<file path="config.mk">
export PLATFORM = sky130hd
export DESIGN_NAME = nrzi_stuff_encoder_flat
export DESIGN_NICKNAME = d
export VERILOG_FILES = /design/src/rtl/nrzi_stuff_encoder_if.sv /design/src/rtl/nrzi_stuff_encoder.sv /design/src/flat_wrapper.sv
export SDC_FILE = /design/constraint.sdc
export NUM_CORES = 1
export LEC_CHECK = 0
export ABC_AREA = 1
export CAP_MARGIN = 15
export CORE_AREA = 4 4 41 43
export CTS_BUF_LIST = sky130_fd_sc_hd__clkbuf_8
export DETAILED_ROUTE_END_ITERATION = 7
export DIE_AREA = 0 0 45 47
export DONT_BUFFER_PORTS = 1
export HOLD_SLACK_MARGIN = 0.15
export PLACE_DENSITY = 0.48
export SKIP_LAST_GASP = 1
export SYNTH_ARGS = -nofsm -noshare
export SYNTH_HDL_FRONTEND = slang
export SYNTH_SLANG_ARGS = --single-unit
</file>
<file path="constraint.sdc">
create_clock -name clk -period 1.15 [get_ports clk]
set_input_delay 0.1725 -clock clk [delete_from_list [all_inputs] [get_ports clk]]
set_output_delay 0.1725 -clock clk [all_outputs]
set_load 0.01 [all_outputs]
</file>
<file path="src/rtl/nrzi_stuff_encoder_if.sv">
// nrzi_stuff_encoder_if: serializer-side handshake and line outputs of the NRZI bit-stuffing encoder.
interface nrzi_stuff_encoder_if;
  logic en;
  logic pulse;
  logic data_bit;
  logic data_valid;
  logic data_ready;
  logic encoded_bit;
  logic stuffing;
  logic underrun;
  modport master (
    output en, pulse, data_bit, data_valid,
    input  data_ready, encoded_bit, stuffing, underrun
  );
  modport slave (
    input  en, pulse, data_bit, data_valid,
    output data_ready, encoded_bit, stuffing, underrun
  );
endinterface

</file>
<file path="src/rtl/nrzi_stuff_encoder.sv">
// nrzi_stuff_encoder: USB bit stuffing (forced 0 after STUFF_LEN ones) followed by NRZI line encoding.
module nrzi_stuff_encoder #(
  parameter int STUFF_LEN = 6
) (
  input  logic                 clk,
  input  logic                 nRST,
  nrzi_stuff_encoder_if.slave  bus
);
  localparam int CW = $clog2(STUFF_LEN + 1);
  typedef enum logic [1:0] {IDLE, SEND, STUFF} state_t;
  state_t        r_state, w_state_n;
  logic [CW-1:0] r_cnt, w_cnt_n, w_inc;
  logic          r_enc, w_enc_n;
  logic          r_stuff, w_stuff_n;
  logic          r_under, w_under_n;
  assign w_inc           = r_cnt + CW'(1);
  assign bus.data_ready  = bus.en & bus.pulse & (r_state == SEND);
  assign bus.encoded_bit = r_enc;
  assign bus.stuffing    = r_stuff;
  assign bus.underrun    = r_under;
  always_ff @(posedge clk or negedge nRST) begin
    if (!nRST) begin
      r_state <= IDLE;
      r_cnt   <= '0;
      r_enc   <= 1'b1;
      r_stuff <= 1'b0;
      r_under <= 1'b0;
    end else begin
      r_state <= w_state_n;
      r_cnt   <= w_cnt_n;
      r_enc   <= w_enc_n;
      r_stuff <= w_stuff_n;
      r_under <= w_under_n;
    end
  end
  // Disable wins over everything, including a pending stuff bit.
  always_comb begin
    w_state_n = r_state;
    w_cnt_n   = r_cnt;
    w_enc_n   = r_enc;
    w_stuff_n = r_stuff;
    w_under_n = 1'b0;
    if (!bus.en || r_state == IDLE) begin
      w_state_n = bus.en ? SEND : IDLE;
      w_cnt_n   = '0;
      w_enc_n   = 1'b1;
      w_stuff_n = 1'b0;
    end else if (bus.pulse) begin
      if (r_state == STUFF) begin
        w_state_n = SEND;
        w_cnt_n   = '0;
        w_enc_n   = ~r_enc;
        w_stuff_n = 1'b1;
      end else begin
        w_stuff_n = 1'b0;
        if (!bus.data_valid) begin
          w_under_n = 1'b1;
        end else if (!bus.data_bit) begin
          w_enc_n = ~r_enc;
          w_cnt_n = '0;
        end else begin
          w_cnt_n   = w_inc;
          w_state_n = (w_inc == CW'(STUFF_LEN)) ? STUFF : SEND;
        end
      end
    end
  end
endmodule

</file>
<file path="src/flat_wrapper.sv">
// flat-port wrapper written by rule: the top's interface ports become plain ports
module nrzi_stuff_encoder_flat 
#(
  parameter int STUFF_LEN = 6
)
  (clk, nRST, bus_en, bus_pulse, bus_data_bit, bus_data_valid, bus_data_ready, bus_encoded_bit, bus_stuffing, bus_underrun);
  nrzi_stuff_encoder_if bus_i ();
  input  logic clk;
  input  logic nRST;
  input wire logic [$bits(bus_i.en)-1:0] bus_en;
  input wire logic [$bits(bus_i.pulse)-1:0] bus_pulse;
  input wire logic [$bits(bus_i.data_bit)-1:0] bus_data_bit;
  input wire logic [$bits(bus_i.data_valid)-1:0] bus_data_valid;
  output wire logic [$bits(bus_i.data_ready)-1:0] bus_data_ready;
  output wire logic [$bits(bus_i.encoded_bit)-1:0] bus_encoded_bit;
  output wire logic [$bits(bus_i.stuffing)-1:0] bus_stuffing;
  output wire logic [$bits(bus_i.underrun)-1:0] bus_underrun;
  assign bus_i.en = bus_en;
  assign bus_i.pulse = bus_pulse;
  assign bus_i.data_bit = bus_data_bit;
  assign bus_i.data_valid = bus_data_valid;
  assign bus_data_ready = bus_i.data_ready;
  assign bus_encoded_bit = bus_i.encoded_bit;
  assign bus_stuffing = bus_i.stuffing;
  assign bus_underrun = bus_i.underrun;
  nrzi_stuff_encoder #(.STUFF_LEN(STUFF_LEN)) u_core (.clk(clk), .nRST(nRST), .bus(bus_i));
endmodule
</file>
==> reports/metrics.cfg <==
[outcome]
outcome = finished, final reports clean

[clocking]
cts_buffers = 3
root_buffer = clkbuf_8
numClockSinks = 8
cts_setup_buffers = 0
clk_latency_ns = 0.23
cts_tree = built
clk_pin_slew_ns = 0.04
clock_tree.buffer_depth = 2
cts-htree-levels = 1

[cells_and_area]
final_area_um2 = 544.3
antennaDiodeCount = 0
nets = 73
fin_util_pct = 41.83
drive_gt1_share_pct = 20.31
syn2layout_area_growth_pct = 21.51

[placement]
place_ws_ns = 0.05869
portBuffers = 0
gp_congestion = 0.7100
placed_area_um2 = 466.7
dpl.hpwl_um = 641.5

[critical_path]
r2r_cells = 7
cp_top_family = flip-flops
cp-start-kind = register
path_class = register to primary output
crit_path_end_kind = primary output
rrSetupSlack_ns = 0.09
crit_chain = nand2_2, nor3_2
arrival_ns = 0.90
required_ns = 0.98
cp.buffers_inverters = 0
cp.depth = 2
cpPeakStageDelay_ns = 0.37
worstReg2RegEnd = u_core.r_state[0]$_DFFE_PN0P_
crit_path_top_delay_cell = dfrtp_1
crit_fanout = 5
rr_startpoint = u_core.r_cnt[0]$_DFFE_PN0P_

[floorplanning]
std_cell_rows = 13
ios = 10
die_w_um = 45
fp.dieH_um = 47
die_area_um2 = 2115
initial_utilization_pct = 34.42
core_area_um2 = 1301

[logic_synthesis]
syn-cell-area_um2 = 447.9
synthesis.nets = 66
async_flop_share_pct = 100.0
synth_common_cells = 18 x nand2_1, 10 x inv_1, 7 x dfrtp_1, 6 x o21ai_1, 4 x nand2_2
synth_ff_type = dfrtp_1
ys_seq_elements = 8
synth_warnings = 0
syn_avg_cell_area_um2 = 7.723
netlist_top_cells_area = dfrtp_1 39%, nand2_1 15%, inv_1 8.4%
yosys.area.top_type_share_pct = 39.11
synth_edf_count = 0
ys_seq_area_share_pct = 44.97
ys_types = 13
synth.most_common_cell = nand2_1
yosys.area.top_type = dfrtp_1
synthCells = 58

[sta]
min_period_ns = 1.075
fin_ws_ns = 0.07455
finalMaxSlewViolations = 0
rsz0062_at_grt = yes
max_freq_ghz = 0.9298
slew_headroom_pct = 74.90
period_share_pct = 93.52
whs_ns = 0.1651
setup_viol = 0
hold_viol = 0
tightestPinTransition_ns = 0.3753
final.setup_skew_ns = 0.003169

[route]
drc = 0
drt_first_pass_iters = 4
antenna_left = 0
wirelength_um = 843
vias = 355
wl_per_cell_um = 10.67
drt-initial-drc-count = 9
vias_per_cell = 4.494

[min_path]
hold_start = bus_data_valid
min_path_cells = 3
whs_endpoint = u_core.bus.underrun$_DFF_PN0_
hold_path_class = input pin to register

[run]
maxCapViolCount = 0

[power_and_ir_drop]
total_power_uw = 764.8
max-vdd-ir-drop_v = 0.0006928
power_density_nw_per_um2 = 1405
power_leakage_uw = 0.0002885

[global_route]
grt.overflow.total = 0
globalRouteTotalUtil_pct = 9.944
grt_first_pass_wirelength_um = 1407
grt_pass1_vias = 327
grt_start_max_net_pins = 9
antenna_found_initial = 0

-- report_power, final --
| part | switching [µW] | leakage (µW) | internal, µW |
|---|---|---|---|
| combinational | 60.8 | 0.000156 | 31.9 |
| sequential | 19.0 | 0.000106 | 305 |
| clock | 116 | 0.0000269 | 232 |
| total | 196 | 0.000288 | 569 |
-- registers in the layout, indices dropped and copies added (netlist names) --
signal and cells:
u_core.r_state 2, u_core.r_cnt 3, u_core.bus.underrun 1, u_core.bus.encoded_bit 1
u_core.bus.stuffing 1
-- cell usage in the layout (no fill, tap or decap), drive strengths merged --
cell	count
o31ai	1
o21ai	7
dlymetal6s4s	1
nor3	1
dlygate4sd3	1
dfrtp	7
dfstp	1
nor2	3
clkbuf	3
nand3	2
nand2	24
inv	11
ha	2
-- worst max path at each step --
stage,start,end
after detailed placement,u_core.r_cnt[0]$_DFFE_PN0P_,u_core.r_state[0]$_DFFE_PN0P_
after floorplan,u_core.r_cnt[0]$_DFFE_PN0P_,u_core.r_state[0]$_DFFE_PN0P_
final,u_core.r_state[0]$_DFFE_PN0P_,bus_data_ready
after global placement,u_core.r_cnt[0]$_DFFE_PN0P_,u_core.r_state[0]$_DFFE_PN0P_
after CTS,bus_en,u_core.r_state[1]$_DFFE_PN0P_
after global routing,u_core.r_state[0]$_DFFE_PN0P_,bus_data_ready
-- layer usage --
metal / part of all wire (%) / routed length (µm) / vias to the layer above / global-route usage [%]
met5: 0 / 0 / - / 0
met3: 8.3 / 70 / 2 / 6.513
met4: 0.95 / 8 / 0 / 5.263
met1: 45 / 376 / 154 / 9.977
met2: 46 / 387 / 10 / 15.82
li1: - / - / 189 / -
-- per-stage QoR --
step	std cells	setup TNS, ns
2_1_floorplan	58	0
3_3_place_gp	73	0
3_5_place_dp	73	0
4_1_cts	79	0
5_1_grt	79	-0.004276
6_report	79	0
-- final cells by class --
type,count,area (µm²)
Sequential cell,8,201.4
Inverter,10,37.54
Timing Repair Buffer,2,22.52
Multi-Input combinational cell,40,219.0
Tap cell,15,18.77
Clock inverter,1,3.754
Clock buffer,3,41.29
Fill cell,144,757.0
-- what timing repair did --
item,in CTS,in global routing
pin swaps,0,1
hold buffers,2,0
endpoints found under the setup margin,1,6
endpoints found under the hold margin,10,0
resized for setup,1,3
-- kinds of logic after synthesis --
group                      after synthesis  synth area share (%)
DFF                                      8                 44.97
AOI/OAI and AO/OA                        8                 9.497
buffers and inverters                   10                 8.381
adders and majority gates                2                 5.586
and+or+nand+nor                         30                 31.56
-- worst register-to-register path: cells and delay by family (launching register included) --
kind,cells,cell delay (ns)
fa+ha+maj,1,0.20
buf+inv,1,0.05
compound gates,1,0.05
simple gates,4,0.24
flops,1,0.41
No activity file was read; power rests on OpenSTA's default activity.
==> patch 1, RTL diff (same flow settings) <==
`STUFF_LEN` is set to 6 in 2 places; all go to 12.
--- a/src/rtl/nrzi_stuff_encoder.sv
+++ b/src/rtl/nrzi_stuff_encoder.sv
@@ -2,3 +2,3 @@
 module nrzi_stuff_encoder #(
-  parameter int STUFF_LEN = 6
+  parameter int STUFF_LEN = 12
 ) (
--- a/src/flat_wrapper.sv
+++ b/src/flat_wrapper.sv
@@ -3,3 +3,3 @@
 #(
-  parameter int STUFF_LEN = 6
+  parameter int STUFF_LEN = 12
 )
Check against the original RTL: not equivalent (Yosys sat finds a counterexample within 10 cycles, from zero or initial values and one cycle with nRST low).
==> patch 1 against the unedited design <==
  * Synthesized area is 14% higher
  * Maximum frequency hardly changed
  * Final cell count is 7.6% higher
  * Total power rose by 9.4%
  * Critical path type is now reg2reg
  * Worst setup slack got worse by 0.00094 ns
  * Sequential cell count increased by 1
  * Design area increased by 18%
  * Routed wire length rose by 26%
  * Critical path depth is 4 higher
==> patch 1: results (changes against the unedited design) <==
Min-Delay Startpoint - bus_en
Wire per inst - 12.5 um (+17%)
VDD IR max - 864 uV (+25%)
Number of buffers added on ports - 0 (unchanged)
Leakage power - 0.318 nW (+10%)
Hold Crit Depth - 2 (-1)
First-pass GRT wire length - 1750 um (+25%)
Clk_skew - 0.00550 ns (+0.00233 ns)
Syn_nets - 67 (+1.5%)
Biggest regs - u_core.r_cnt (4), u_core.r_state (2)
Hold Path End - u_core.bus.stuffing
Via count - 418 (+18%)
Synth Area in Compound Gates - 12.7% (+3.2 points)
Top cells by count, synth - nand2_1 (16), dfrtp_1 (8), o21ai_2 (6)
Final nets - 78 (+6.8%)
Reg2Reg Capture Point - u_core.r_state[0]
Critical path's top delay family - simple AND/OR/NAND/NOR gates
Worst-path clk slew - 0.05 ns
Yosys warns - 0 (unchanged)
# H-tree levels - 1 (unchanged)
Top Metal Used - met4
Switching part of the total power - 25.8% (+0.14 points)
Detailed-route DRC error count - 0 (unchanged)
Clock Tree Root - clkbuf_8
Met3 routed WL - 54 um (-23%)
DRT Pass-1 Iters - 4 (unchanged)
Hpwl dp - 810 um (+26%)
Share of post-route cells with drive strength above 1 - 35.7% (+15 points)
Routability Congestion - 0.821 (+16%)
XOR/XNOR share of the synthesized area - 1.72% (+1.7 points)
Crit-path slowest cell - dfrtp_1
Adder-Cell Fraction of Synth Area - 2.45% (-3.1 points)
Place WS - 0.0308 ns (-0.0278 ns)
Dominant synthesized flop cell - dfrtp_1
Total GRT Usage - 12.3% (+2.4 points)
Metal-1 WL - 459 um (+22%)
DR WL met2 - 538 um (+39%)
CTS Buffer Depth - 2 (unchanged)
Worst Reg-to-Reg Cells - 6 (-1)
DP Area - 544 um2 (+17%)
Final Non-Filler Cells - 85 (+7.6%)
Critical R2R Launch - u_core.r_cnt[1]
Largest cells by area after synthesis - dfrtp_1 (39%), nand2_1 (12%), o21ai_2 (10%), nand2_2 (6.1%), dfstp_2 (5.1%)
Synth unique cells - 19 (+6)
Hold crit path type - in2reg
Mean Syn Cell Area - 8.51 um2 (+10%)
Status - finished, final reports clean
WP data arrival - 1.19 ns (+0.29 ns)
Dpl cells - 77 (+5.5%)
Initial antenna violation count - 0 (unchanged)
CP Max Fanout - 3 (-2)
Seq/Total Area, Yosys - 44.4% (-0.61 points)
Filler Cells Inserted - 128 (-11%)
Reg2Reg Setup Slack - 0.07 ns (-0.02 ns)
Slew Viols, Final - 0 (unchanged)
Number of global-route vias before repair - 404 (+24%)
TritonCTS buffer count - 3 (unchanged)
Slew headroom - 71.5% (-3.4 points)
Largest net degree at the start of global routing - 10 (+1)
-- patch 1: cell count changes after synthesis, sizes merged --
cell / before / now
dfrtp: 7 / 8
nor2: 3 / 4
inv: 10 / 6
nand2: 24 / 22
nand4: 0 / 1
nand3: 2 / 6
ha: 2 / 1
clkinv: 0 / 1
xnor2: 0 / 1
-- patch 1: cells by family after synthesis --
| group | count (synthesis) |
|---|---|
| xor gates and xnor gates | 1 |
| and+or+nand+nor | 34 |
| buffers and inverters | 7 |
| adders and majority gates | 1 |
| DFF | 9 |
| AOI/OAI and AO/OA | 8 |
-- patch 1: metal layers --
layer  global-route usage [%]  vias to the layer above
met1                     14.2                      195
met4                     5.26                        0
li1                         -                      213
met3                     6.13                        2
met2                     19.5                        8
met5                        0                        -
-- patch 1: worst max path at each step --
| stage | start | end | slack, ns |
|---|---|---|---|
| global placement | u_core.r_cnt[1] | u_core.r_state[0] | 0.04 |
| floorplan | u_core.r_cnt[0] | u_core.r_state[0] | 0.10 |
| global route | u_core.r_cnt[1] | u_core.r_state[0] | -0.02 |
| finish | u_core.r_cnt[1] | u_core.r_state[0] | 0.07 |
| CTS | u_core.r_cnt[1] | u_core.r_state[0] | 0.03 |
| detailed placement | u_core.r_cnt[1] | u_core.r_state[0] | 0.03 |
-- patch 1: worst reg2reg max path, stage by stage, from the launching register on --
cell and delay (ns):
dfrtp_1 0.37, ha_2 0.21, nand2_1 0.06, nor2_1 0.08, nand3_1 0.12, nand2_1 0.09, nand2_1 0.05
-- patch 1: cell type report --
cell class | instances | share of cell area [%]
inverters | 7 | 4.87
flip-flops and latches | 9 | 35.3
clock inverters | 1 | 0.585
repair buffers | 6 | 8.19
clock buffers | 3 | 6.43
multi-input cells | 44 | 41.7
well taps | 15 | 2.92
-- patch 1: stage by stage --
| step | utilization, % | hold WS (ns) | total power, W |
|---|---|---|---|
| 5_1_grt | 49.3 | 0.157 | 0.000886 |
| 2_1_floorplan | - | -0.123 | 0.000439 |
| 3_3_place_gp | 41.8 | -0.123 | 0.000472 |
| 3_5_place_dp | 41.8 | -0.123 | 0.000472 |
| 4_1_cts | 47.2 | 0.0928 | 0.000846 |
| 6_report | 49.3 | 0.142 | 0.000836 |
-- patch 1: what timing repair did --
action | 4_1_cts | 5_1_grt
endpoints found under the hold margin | 12 | 1
pin swaps | 0 | 0
endpoints found under the setup margin | 1 | 3
setup buffers | 0 | 1
gates resized for setup | 1 | 2
hold buffers | 2 | 1
-- patch 1: power by group through the flow --
stage	registers, W	logic, W	clock network [W]
2_1_floorplan	0.000363	0.0000760	0
3_3_place_gp	0.000364	0.000108	0
3_5_place_dp	0.000364	0.000108	0
4_1_cts	0.000359	0.000121	0.000365
5_1_grt	0.000362	0.000145	0.000379
6_report	0.000358	0.000127	0.000351
==> patch 2, RTL diff (same flow settings) <==
Made on the original files. Make the reset (`nRST`) synchronous in one clocked block.
--- a/src/rtl/nrzi_stuff_encoder.sv
+++ b/src/rtl/nrzi_stuff_encoder.sv
@@ -20,3 +20,3 @@
   assign bus.underrun    = r_under;
-  always_ff @(posedge clk or negedge nRST) begin
+  always_ff @(posedge clk) begin
     if (!nRST) begin
Behaviour: differs if nRST is asserted again (counterexample within 4 cycles, from zero or initial values and one cycle with nRST low); with nRST held inactive, the same outputs for 10 cycles.
==> patch 2 against the unedited design <==
  * Sequential cell count is the same
  * Worst setup slack gained 0.012 ns
  * Design area shrank 4.4%
  * Sequential share of layout area shrank 5.8 points
  * Count of clock-buffer cells in the layout is the same
  * Utilization shrank 1.8 points
  * Routed wire length grew 24%
  * Total power shrank 9.1%
  * Global-route usage grew 1.4 points
  * First-iteration DRC count grew 22%
  * Combinational power shrank 35%
  * Synthesized area shrank 8.1%
  * Largest cell class unchanged
  * Highest routed layer unchanged
==> patch 2: results (changes against the unedited design) <==
Final Non-Filler Cells - 81 (+2.5%)
Reg2Reg Capture Point - u_core.r_cnt[2]
Switching part of the total power - 23.1% (-2.5 points)
Syn_nets - 68 (+3.0%)
Top cells by count, synth - nand2_1 (15), inv_1 (10), dfxtp_1 (8)
Hpwl dp - 700 um (+9.1%)
Seq/Total Area, Yosys - 38.9% (-6.1 points)
Starting DRT DRC Count - 11 (+2)
Place WS - 0.0712 ns (+0.0125 ns)
CP Max Fanout - 4 (-1)
Filler Cells Inserted - 138 (-4.2%)
Largest net degree at the start of global routing - 6 (-3)
Clk_skew - 0.00845 ns (+0.00528 ns)
Wire per inst - 12.9 um (+21%)
Total GRT Usage - 11.3% (+1.4 points)
Mean Syn Cell Area - 6.86 um2 (-11%)
Leakage power - 0.223 nW (-23%)
Share of post-route cells with drive strength above 1 - 15.2% (-5.2 points)
Final nets - 76 (+4.1%)
Largest cells by area after synthesis - dfxtp_1 (39%), nand2_1 (14%), inv_1 (9.1%), a21oi_1 (7.3%), nand3_1 (7.3%)
Routability Congestion - 0.692 (-2.5%)
CTS Buffer Depth - 2 (unchanged)
First-pass GRT wire length - 1700 um (+21%)
Dominant synthesized flop cell - dfxtp_1
Number of global-route vias before repair - 398 (+22%)
Critical R2R Launch - u_core.r_cnt[1]
VDD IR max - 511 uV (-26%)
Status - finished, final reports clean
Dpl cells - 75 (+2.7%)
Critical path origin - u_core.r_state[0]
Worst slew pin tran - 0.302 ns (-0.0733 ns)
-- patch 2: worst min-delay path by stage --
stage | cells past startpoint | startpoint | end | slack [ns]
floorplan | 1 | bus_data_valid | u_core.bus.underrun | 0.25
global placement | 1 | bus_data_valid | u_core.bus.underrun | 0.26
detailed placement | 1 | bus_data_valid | u_core.bus.underrun | 0.26
CTS | 2 | bus_en | u_core.bus.underrun | 0.17
global route | 2 | bus_en | u_core.bus.underrun | 0.19
finish | 2 | bus_en | u_core.bus.underrun | 0.17
-- patch 2: timing repair --
action,4_1_cts,5_1_grt
gates resized for setup,1,5
hold endpoints to repair,3,0
pin swaps,0,0
endpoints found under the setup margin,1,3
hold buffers,3,0
-- patch 2: final cells by class --
type | count | area share (%)
well taps | 15 | 3.61
multi-input cells | 42 | 44.2
repair buffers | 3 | 5.77
clock buffers | 3 | 7.93
inverters | 10 | 7.21
flip-flops and latches | 8 | 31.3
-- patch 2: power groups by stage --
stage	Clock, W	Sequential [W]	Combinational, W
6_report	0.000343	0.000292	0.0000604
5_1_grt	0.000356	0.000292	0.0000665
4_1_cts	0.000347	0.000290	0.0000568
3_5_place_dp	0	0.000295	0.0000471
3_3_place_gp	0	0.000295	0.0000469
2_1_floorplan	0	0.000293	0.0000380
-- patch 2: stage by stage --
stage	cell area, um2	utilization (%)	power [W]
floorplan	412	-	0.000331
global placement	430	33.1	0.000342
detailed placement	430	33.1	0.000342
CTS	507	38.9	0.000694
global route	520	40.0	0.000715
finish	520	40.0	0.000695
-- patch 2: routing by layer --
metal	vias to the layer above	part of all wire (%)	GRT usage [%]
met5	-	0	0
met4	0	0.76	7.02
met3	2	5.9	1.53
met2	12	52	20.1
met1	184	42	12.9
li1	209	-	-
-- patch 2: worst max-delay path, delay by kind of cell, from the launching register on --
family	cells	cell delay, ns
flops	1	0.38
simple gates	2	0.29
-- patch 2: cell families (layout without fill, tap and decap cells) --
family | count (synthesis) | in the layout | share of synthesized area (%)
compound gates | 10 | 10 | 13.1
simple gates | 30 | 30 | 32.8
buf+inv | 10 | 16 | 9.12
flops | 8 | 8 | 38.9
fa+ha+maj | 2 | 2 | 6.08
